`config.mk`:
```
export PLATFORM = sky130hd
export DESIGN_NAME = reg_write_arbiter
export DESIGN_NICKNAME = d
export VERILOG_FILES = /design/src/rtl/reg_write_arbiter.sv
export SDC_FILE = /design/constraint.sdc
export NUM_CORES = 1
export LEC_CHECK = 0
export BUFFER_PORTS_ARGS = -buffer_cell sky130_fd_sc_hd__buf_4
export CAP_MARGIN = 20
export CORE_ASPECT_RATIO = 0.8
export CORE_MARGIN = 2
export CORE_UTILIZATION = 45
export CTS_BUF_LIST = sky130_fd_sc_hd__clkbuf_8
export DETAILED_ROUTE_END_ITERATION = 10
export HOLD_SLACK_MARGIN = 0.02
export PLACE_DENSITY_LB_ADDON = 0.15
export SLEW_MARGIN = 20
export SYNTH_ARGS = -nofsm -noshare
export SYNTH_HDL_FRONTEND = slang
export SYNTH_SLANG_ARGS = --single-unit
```
`constraint.sdc`:
```
create_clock -name clk -period 2 [get_ports clk]
set_clock_uncertainty 0.2 [all_clocks]
set_input_delay 0.1 -clock clk [delete_from_list [all_inputs] [get_ports clk]]
set_output_delay 0.1 -clock clk [all_outputs]
set_load 0.01 [all_outputs]
```
`src/rtl/reg_write_arbiter.sv`:
```
// Round-robin arbiter granting N_REQ requesters write access to one shared register.
// Each write takes IDLE -> GRANT -> DONE, with a registered one-hot grant and a one-cycle ack.
module reg_write_arbiter #(
    parameter int N_REQ = 4,
    parameter int WIDTH = 8
) (
    input  logic                       clk,
    input  logic                       async_reset,
    input  logic [N_REQ-1:0]           req,
    input  logic [N_REQ*WIDTH-1:0]     wdata,
    input  logic                       clr,
    output logic [N_REQ-1:0]           gnt,
    output logic                       ack,
    output logic [WIDTH-1:0]           q,
    output logic [$clog2(N_REQ)-1:0]   q_owner,
    output logic                       busy
);

    localparam int          IW = $clog2(N_REQ);
    localparam int unsigned NR = N_REQ;

    typedef enum logic [1:0] {
        S_IDLE,
        S_GRANT,
        S_DONE
    } state_t;

    state_t            state_q, state_d;
    logic [N_REQ-1:0]  gnt_q, gnt_d;
    logic              ack_q, ack_d;
    logic [WIDTH-1:0]  data_q, data_d;
    logic [IW-1:0]     owner_q, owner_d;
    logic [IW-1:0]     last_q, last_d;

    logic [IW-1:0]     pick;
    logic [IW-1:0]     cand;
    logic              found;

    // Scan upward from the slot after the previous winner, wrapping at N_REQ-1.
    always_comb begin
        pick  = last_q;
        cand  = '0;
        found = 1'b0;
        for (int unsigned k = 1; k <= NR; k++) begin
            cand = IW'((32'(last_q) + k) % NR);
            if (!found && req[cand]) begin
                pick  = cand;
                found = 1'b1;
            end
        end
    end

    // last_q doubles as the winner of the transaction in flight: it only moves on IDLE->GRANT.
    always_comb begin
        state_d = state_q;
        gnt_d   = gnt_q;
        ack_d   = ack_q;
        data_d  = data_q;
        owner_d = owner_q;
        last_d  = last_q;
        unique case (state_q)
            S_IDLE: begin
                gnt_d = '0;
                ack_d = 1'b0;
                if (clr) begin
                    data_d  = '0;
                    owner_d = '0;
                end else if (found) begin
                    last_d      = pick;
                    gnt_d[pick] = 1'b1;
                    state_d     = S_GRANT;
                end
            end
            S_GRANT: begin
                data_d  = wdata[int'(last_q)*WIDTH +: WIDTH];
                owner_d = last_q;
                ack_d   = 1'b1;
                state_d = S_DONE;
            end
            S_DONE: begin
                gnt_d   = '0;
                ack_d   = 1'b0;
                state_d = S_IDLE;
            end
            default: begin
                gnt_d   = '0;
                ack_d   = 1'b0;
                state_d = S_IDLE;
            end
        endcase
    end

    always_ff @(posedge clk or posedge async_reset) begin
        if (async_reset) begin
            state_q <= S_IDLE;
            gnt_q   <= '0;
            ack_q   <= 1'b0;
            data_q  <= '0;
            owner_q <= '0;
            last_q  <= IW'(N_REQ - 1);
        end else begin
            state_q <= state_d;
            gnt_q   <= gnt_d;
            ack_q   <= ack_d;
            data_q  <= data_d;
            owner_q <= owner_d;
            last_q  <= last_d;
        end
    end

    assign gnt     = gnt_q;
    assign ack     = ack_q;
    assign q       = data_q;
    assign q_owner = owner_q;
    assign busy    = (state_q != S_IDLE);

endmodule

```
# Word level (Yosys, flattened, before mapping)
# Cells that the tools add are included.
[totals]
ff_bits = 19
out_inout_bits = 16
word_cells = 64
[classes]
add_sub_neg = 4
n_lt_le_gt_ge = 6
n_eq_ne = 4
shift = 1
n_mux = 29
n_bitwise = 1
n_reduce_logical = 13
[op_table]
columns = ["op", "count"]
rows = [
  ["$shiftx A32 B6 Y8", 1],
  ["$pmux W8 S2", 1],
  ["$lt A2 B3 Y1 const B", 5],
  ["$mux W2", 7],
  ["$mux W1", 10],
  ["$bmux W1 S2", 4],
  ["$mux W4", 2],
  ["$mux W8", 1],
  ["$pmux W2 S2", 2],
  ["$pmux W4 S2", 1],
  ["$ne A2 B2 Y1 const B", 3],
  ["$add A2 B1 Y2 const B", 2],
  ["$add A2 B2 Y2 const B", 2],
  ["$logic_and A1 B1 Y1", 4],
  ["$reduce_and A2 Y1", 2],
  ["$reduce_bool A2 Y1", 2],
  ["$logic_not A1 Y1", 3],
  ["$reduce_and A3 Y1", 1],
  ["$demux W1 S2", 1],
  ["$eq A2 B1 Y1 const B", 1],
  ["$ge A2 B1 Y1 const B", 1],
  ["$logic_not A2 Y1", 1],
  ["$not A1 Y1", 1],
]

# Depth between registers and ports, before layout
# Gate-level depths: netlist (run 1).
[logic_depth]
word_depth = 20
ltp_mapped = 5
depth_no_buf = 4

# Least setup slack after synthesis (run 1)
# No wires, ideal clock.
[synth_timing]
kind = "flip-flop to flip-flop"
start = "register last_q[0]"
end = "register data_q[0] (netlist: q[0])"
setup_ps = 121
arrival_time_ps = 1368
required_time_ps = 1679
slack_ps = 311
stages_incl_launch_ff = 4
path_buffers = 1
synth_period_minus_slack_ps = 1689
path_cell_list = "dfstp_2 buf_6 mux4_2 a22o_1"
[synth_between]
elab_chain_cells = 2
[synth_lines]
columns = ["item", "line_no", "source"]
rows = [
  ["from (decl)", "33", "logic [IW-1:0] last_q, last_d;"],
  ["from (signal assigned)", "100", "last_q <= IW'(N_REQ - 1);"],
  ["from (signal assigned)", "107", "last_q <= last_d;"],
  ["$shiftx A32 B6 Y8", "75", "data_d = wdata[int'(last_q)*WIDTH +: WIDTH];"],
  ["$pmux W8 S2", "61", "unique case (state_q)"],
  ["to (signal assigned)", "105", "data_q <= data_d;"],
  ["to (decl)", "31", "logic [WIDTH-1:0] data_q, data_d;"],
]
# Every way passes these cells.
# A chain may end at the register's enable or synchronous reset.

# Worst setup path after layout (run 1)
[layout_timing]
start = "register last_q[0]"
end = "register data_q[4] (netlist: q[4])"
# Same word-level chain as after synthesis.

==> results.yml, run 1 <==
outcome:
  status: "complete, no violations"
critical_path:
  rr_startpoint: "last_q[0]"
  arrival_ns: 1.78
  path_cells: "buf_12, mux4_2, a22o_1"
  rrSetupSlack_ns: 0.16
  worstSetupEndpointType: "flip-flop"
  slowest_delay_ns: 0.67
  reg2reg_to: "q[4]"
  cp-start-kind: "flip-flop"
  path_class: "reg2reg"
  cp_data_required_time_ns: 1.94
  r2r_cells: 3
  slowest_stage: "dfstp_2"
  worstPathMaxFanout: 9
synthesis:
  synth_mux_area_share_pct: 19.30
  synth_compound_area_share_pct: 18.06
  synth-xor-area-share_pct: 0
  yosys.area.top_type: "dfrtp_1"
  yosys_warnings: 0
  synth-adder-area-share_pct: 0
  synth_top_area_share_pct: 42.34
  ys_ff_latch: 19
  synth_simple_gate_area_share_pct: 10.34
  synth_area_sq_um: 1005
  ys_types: 28
  synth_nets: 112
  netlist_instances: 73
  ys_seq_area_share_pct: 47.57
  synth_area_leaders: "dfrtp_1 (42%), mux4_2 (16%), a22o_1 (7.8%)"
  synth_top_family_by_area: "multiplexers"
  synth_area_per_cell_sq_um: 13.76
power:
  swShare_pct: 32.24
  p_comb_share_pct: 45.9
  p_sw_w: 0.0005388
  p_per_area_nw_per_um2: 1113
  p_clk_share_pct: 15.4
  ir_drop_mv: 0.8432
  power.total_w: 0.001671
  p_seq_share_pct: 38.7
  p_int_w: 0.001133
  power.leakage_nw: 0.7410
detailed_routing:
  wl_per_cell_um: 14.54
  drtIter0Drc: 18
  drc_errors: 0
  m1WireLength_um: 1028
  firstDrtPassIters: 4
  ant_nets: 0
  routed_wl_um: 2269
  met2WireLength_um: 1050
  vias_per_cell: 5.417
  highest_layer: "met4"
  wl_met3_um: 182
  vias: 845
timing:
  fmax_mhz: 544.7
  setup_viol: 0
  holdWs_ns: 0.04280
  setup-tns-final_ns: 0
  worstMarginPinSlew_ns: 0.7669
  finalHoldViolations: 0
  rsz0062_at_grt: "no"
  fin_crit_sh_pct: 91.80
  maxSlewViolCount: 0
  final.min_clock_period_ns: 1.836
  worst_slew_margin_rel_pct: 48.77
floorplanning:
  num_rows: 15
  die_w_um: 56.83
  core-area_sq_um: 2140
  ioPinCount: 55
  start_util_pct: 46.96
  die_height_um: 46.26
  die_area_sq_um: 2629
placed_design:
  gp_congestion: 0.7903
  io_buffers: 54
  place_hpwl_um: 1769
grt:
  grt_pass1_wl_um: 3691
  antenna_found_initial: 0
  overflow: 0
  grt_pass1_vias: 798
  grt_start_max_net_pins: 20
  grtUsageTotal_pct: 18.99
cts:
  cts_root_buf: "clkbuf_8"
  clock_sinks: 19
  cts_buffer_depth: 2
  clk_latency_ns: 0.25
  cts_buffers: 3
  cts_tree: "yes"
  cts_resized: 0
  clkTransAtPathRegs_ns: 0.07
  htree_num_levels: 1
layout:
  layout.nets: 171
  fillers: 175
  diodes: 0
  synthToLayoutAreaGrowth_pct: 49.44
  drive_gt1_share_pct: 54.96
hold_path:
  holdCritPathClass: "in2reg"
  min_to: "gnt[1]"
  hold_path_depth: 3
  hold_start: "req[1]"
flow_run:
  max_cap_viol_count: 0
## sequential cells by signal, summed over array words and instances (netlist names)
name and cells:
state_q 2, q 8, ack 1, gnt 4
q_owner 2, last_q 2
## power groups by stage
stage	clock (W)	sequential [W]	combinational, W
floorplan	0	0.000630	0.000502
global placement	0	0.000647	0.000759
detailed placement	0	0.000655	0.000773
CTS	0.000268	0.000648	0.000777
global route	0.000283	0.000669	0.000826
finish	0.000258	0.000647	0.000767
## worst max-delay path: cells and delay by family, from the launching register on
kind | cells | cell delay, ns
DFF | 1 | 0.67
muxes | 1 | 0.50
AOI/OAI and AO/OA | 1 | 0.19
buffers and inverters | 1 | 0.16
## per-stage QoR
step	cell area, sq um	cells	setup WS, ns	util [%]
6_report	1501	156	0.1640	70.18
5_1_grt	1501	156	0.08411	70.18
4_1_cts	1501	156	0.1540	70.18
3_5_place_dp	1436	150	0.1681	67.13
3_3_place_gp	1436	150	0.1972	67.13
2_1_floorplan	1005	73	0.3110	-
## worst max path at each step
stage | startpoint | slack, ns | end
2_1_floorplan | last_q[0] | 0.31 | q[0]
3_3_place_gp | last_q[0] | 0.20 | q[4]
3_5_place_dp | last_q[0] | 0.17 | q[4]
4_1_cts | last_q[0] | 0.15 | q[4]
5_1_grt | last_q[1] | 0.08 | gnt[2]
6_report | last_q[0] | 0.16 | q[4]
## cell usage in the layout, fill, tap and decap left out, types with 3 or more instances in the layout
master and count:
buf_4 55, mux4_2 7, clkbuf_8 3, inv_1 5, nand2_1 3, nand2b_1 4
a22o_1 9, dfrtp_1 17
## synthesized netlist by cell type
master,count
mux4_2,7
nand2_1,3
a32o_1,2
o21bai_1,1
mux4_1,1
a22o_1,9
buf_6,2
and2b_1,1
nor4_4,1
or2_2,1
mux2i_1,1
inv_1,4
a311oi_4,1
o21ai_0,1
a31oi_1,1
buf_2,2
o21ai_1,2
nor2_1,2
nand2b_1,4
a21o_1,1
a22o_2,1
nand3b_1,1
a21oi_1,2
nor2b_1,1
nor3_1,1
nor4_1,1
dfstp_2,2
dfrtp_1,17
## per-layer routing
| layer | vias up | GRT usage, % |
|---|---|---|
| li1 | 402 | - |
| met1 | 408 | 23.89 |
| met2 | 33 | 33.26 |
| met3 | 2 | 6.461 |
| met4 | 0 | 2.791 |
| met5 | - | 0 |
## cell type report
| class | count | area, sq um | area share (%) |
|---|---|---|---|
| inverter | 4 | 15.01 | 1.000 |
| multi-input combinational | 46 | 479.2 | 31.92 |
| sequential | 19 | 478.0 | 31.83 |
| tap | 25 | 31.28 | 2.083 |
| clock buffer | 3 | 41.29 | 2.750 |
| clock inverter | 1 | 3.754 | 0.2500 |
| timing repair buffer | 58 | 452.9 | 30.17 |
## repair_timing
| action | CTS | global route |
|---|---|---|
| hold buffers | 2 | 0 |
| endpoints found under the setup margin | 0 | 0 |
| setup buffers | 0 | 0 |
| hold endpoints to repair | 22 | 0 |
## kinds of logic after synthesis
group	Yosys count
mux	9
buf+inv	8
simple gates	16
flops	19
compound gates	21
Note: power is estimated with default switching activity, not from simulation.
==> inputs of run 2 (changes only) <==
--- a/config.mk
+++ b/config.mk
@@ -13,6 +13,7 @@
 export CTS_BUF_LIST = sky130_fd_sc_hd__clkbuf_8
 export DETAILED_ROUTE_END_ITERATION = 10
 export HOLD_SLACK_MARGIN = 0.02
+export MAX_ROUTING_LAYER = met4
 export PLACE_DENSITY_LB_ADDON = 0.15
 export SLEW_MARGIN = 20
 export SYNTH_ARGS = -nofsm -noshare
==> run 2 against run 1 <==
Compared with the run above:
- sequential power hardly changed
- clock-buffer cell count stayed put
- worst setup slack hardly changed
- final cell count stayed put
- utilization stayed put
- critical path depth stayed put
- cell area stayed put
- clock power hardly changed
- global-route usage is 0.60 points higher
- die area stayed put
- largest cell class unchanged
- highest routed layer unchanged
==> results.yml, run 2 (synthesized netlist as in run 1, its figures left out) <==
detailed_routing:
  wl_per_cell_um: 14.54
  vias_per_cell: 5.417
  vias: 845
  routed_wl_um: 2268
  drtIter0Drc: 16
  ant_nets: 0
  firstDrtPassIters: 4
  drc_errors: 0
critical_path:
  cp-start-kind: "flip-flop"
  cp-endpoint: "q[4]"
  path_class: "reg2reg"
  arrival_ns: 1.78
  r2r_cells: 3
  worstPathMaxFanout: 9
  reg2reg_to: "q[4]"
  cp_data_required_time_ns: 1.94
  rr_startpoint: "last_q[0]"
  rrSetupSlack_ns: 0.16
  worstSetupEndpointType: "flip-flop"
  setup.worst_path.start: "last_q[0]"
timing:
  fin_crit_sh_pct: 91.80
  setup-tns-final_ns: 0
  final.min_clock_period_ns: 1.836
  finalHoldViolations: 0
  holdWs_ns: 0.04300
  worstMarginPinSlew_ns: 0.7669
  rsz0062_at_grt: "no"
  setup_viol: 0
  fmax_mhz: 544.7
  worst_slew_margin_rel_pct: 48.77
  setup_slack_ns: 0.1640
  maxSlewViolCount: 0
cts:
  cts_buffer_depth: 2
  clkTransAtPathRegs_ns: 0.07
  htree_num_levels: 1
  cts_tree: "yes"
  cts_buffers: 3
  cts_root_buf: "clkbuf_8"
  clock_sinks: 19
  clk_latency_ns: 0.25
  postCtsSetupRepairBufs: 0
flow_run:
  max_cap_viol_count: 0
hold_path:
  holdCritPathClass: "in2reg"
  hold_start: "req[1]"
grt:
  grt_start_max_net_pins: 20
  antenna_found_initial: 0
  grt_pass1_wl_um: 3691
  grt_pass1_vias: 796
  overflow: 0
  grtUsageTotal_pct: 19.59
layout:
  synthToLayoutAreaGrowth_pct: 49.44
  drive_gt1_share_pct: 54.96
  fillers: 175
  layout_common_cells: "buf_4 (55), dfrtp_1 (17), a22o_1 (9)"
  largest_register_ffs: 8
  layout.nets: 171
  register_area_sq_um: 478.0
  final_common_cell: "buf_4"
  diodes: 0
  final_core_util_pct: 70.18
  multi_input_area_sq_um: 479.2
floorplanning:
  ioPinCount: 55
  die_height_um: 46.26
  num_rows: 15
  die_w_um: 56.83
  start_util_pct: 46.96
  core-area_sq_um: 2140
  die_area_sq_um: 2629
placed_design:
  post-place-ws_ns: 0.1681
  place_hpwl_um: 1769
  gp_congestion: 0.8014
  io_buffers: 54
power:
  power.leakage_nw: 0.7410
  power.total_w: 0.001671
  p_per_area_nw_per_um2: 1113
  ir_drop_mv: 0.8432
outcome:
  status: "complete, no violations"
==> run 2: cell counts in the layout (fill, tap and decap cells not counted) <==
Identical to the previous run, type by type.
==> run 2: worst max-delay path, cell delays in order (launching register included) <==
cell and delay (ns):
dfstp_2 0.67, buf_12 0.16, mux4_2 0.50, a22o_1 0.19
==> run 2: cell type report <==
| class | count | area share, % |
|---|---|---|
| clock buffers | 3 | 2.750 |
| clock inverters | 1 | 0.2500 |
| inverters | 4 | 1.000 |
| multi-input cells | 46 | 31.92 |
| flip-flops and latches | 19 | 31.83 |
| well taps | 25 | 2.083 |
| repair buffers | 58 | 30.17 |
==> run 2: layer usage <==
layer | GRT usage, % | wire [um]
met4 | 2.791 | 7
met1 | 23.89 | 1027
met5 | - | 0
met2 | 33.26 | 1050
met3 | 6.461 | 182
==> run 2: worst min-delay path by stage <==
stage                         to  depth (start not counted)
final                     gnt[1]                          3
after global placement       ack                          2
after global routing      gnt[3]                          3
after CTS                 gnt[1]                          3
after detailed placement     ack                          2
after floorplan              ack                          1
==> run 2: timing repair <==
action	in CTS	in global routing
hold buffers	2	0
setup endpoints to repair	0	0
endpoints found under the hold margin	22	0
gates resized for setup	0	0
==> run 2: report_power, final <==
group	total, W	leakage (nW)	switching, W	internal, W
combinational	0.000767	0.468	0.000286	0.000481
clock	0.000258	0.0269	0.000122	0.000136
sequential	0.000647	0.246	0.000131	0.000516
==> run 2: per-stage QoR <==
step           instances  area (sq um)
5_1_grt              156          1501
4_1_cts              156          1501
3_3_place_gp         150          1436
6_report             156          1501
2_1_floorplan         73          1005
3_5_place_dp         150          1436
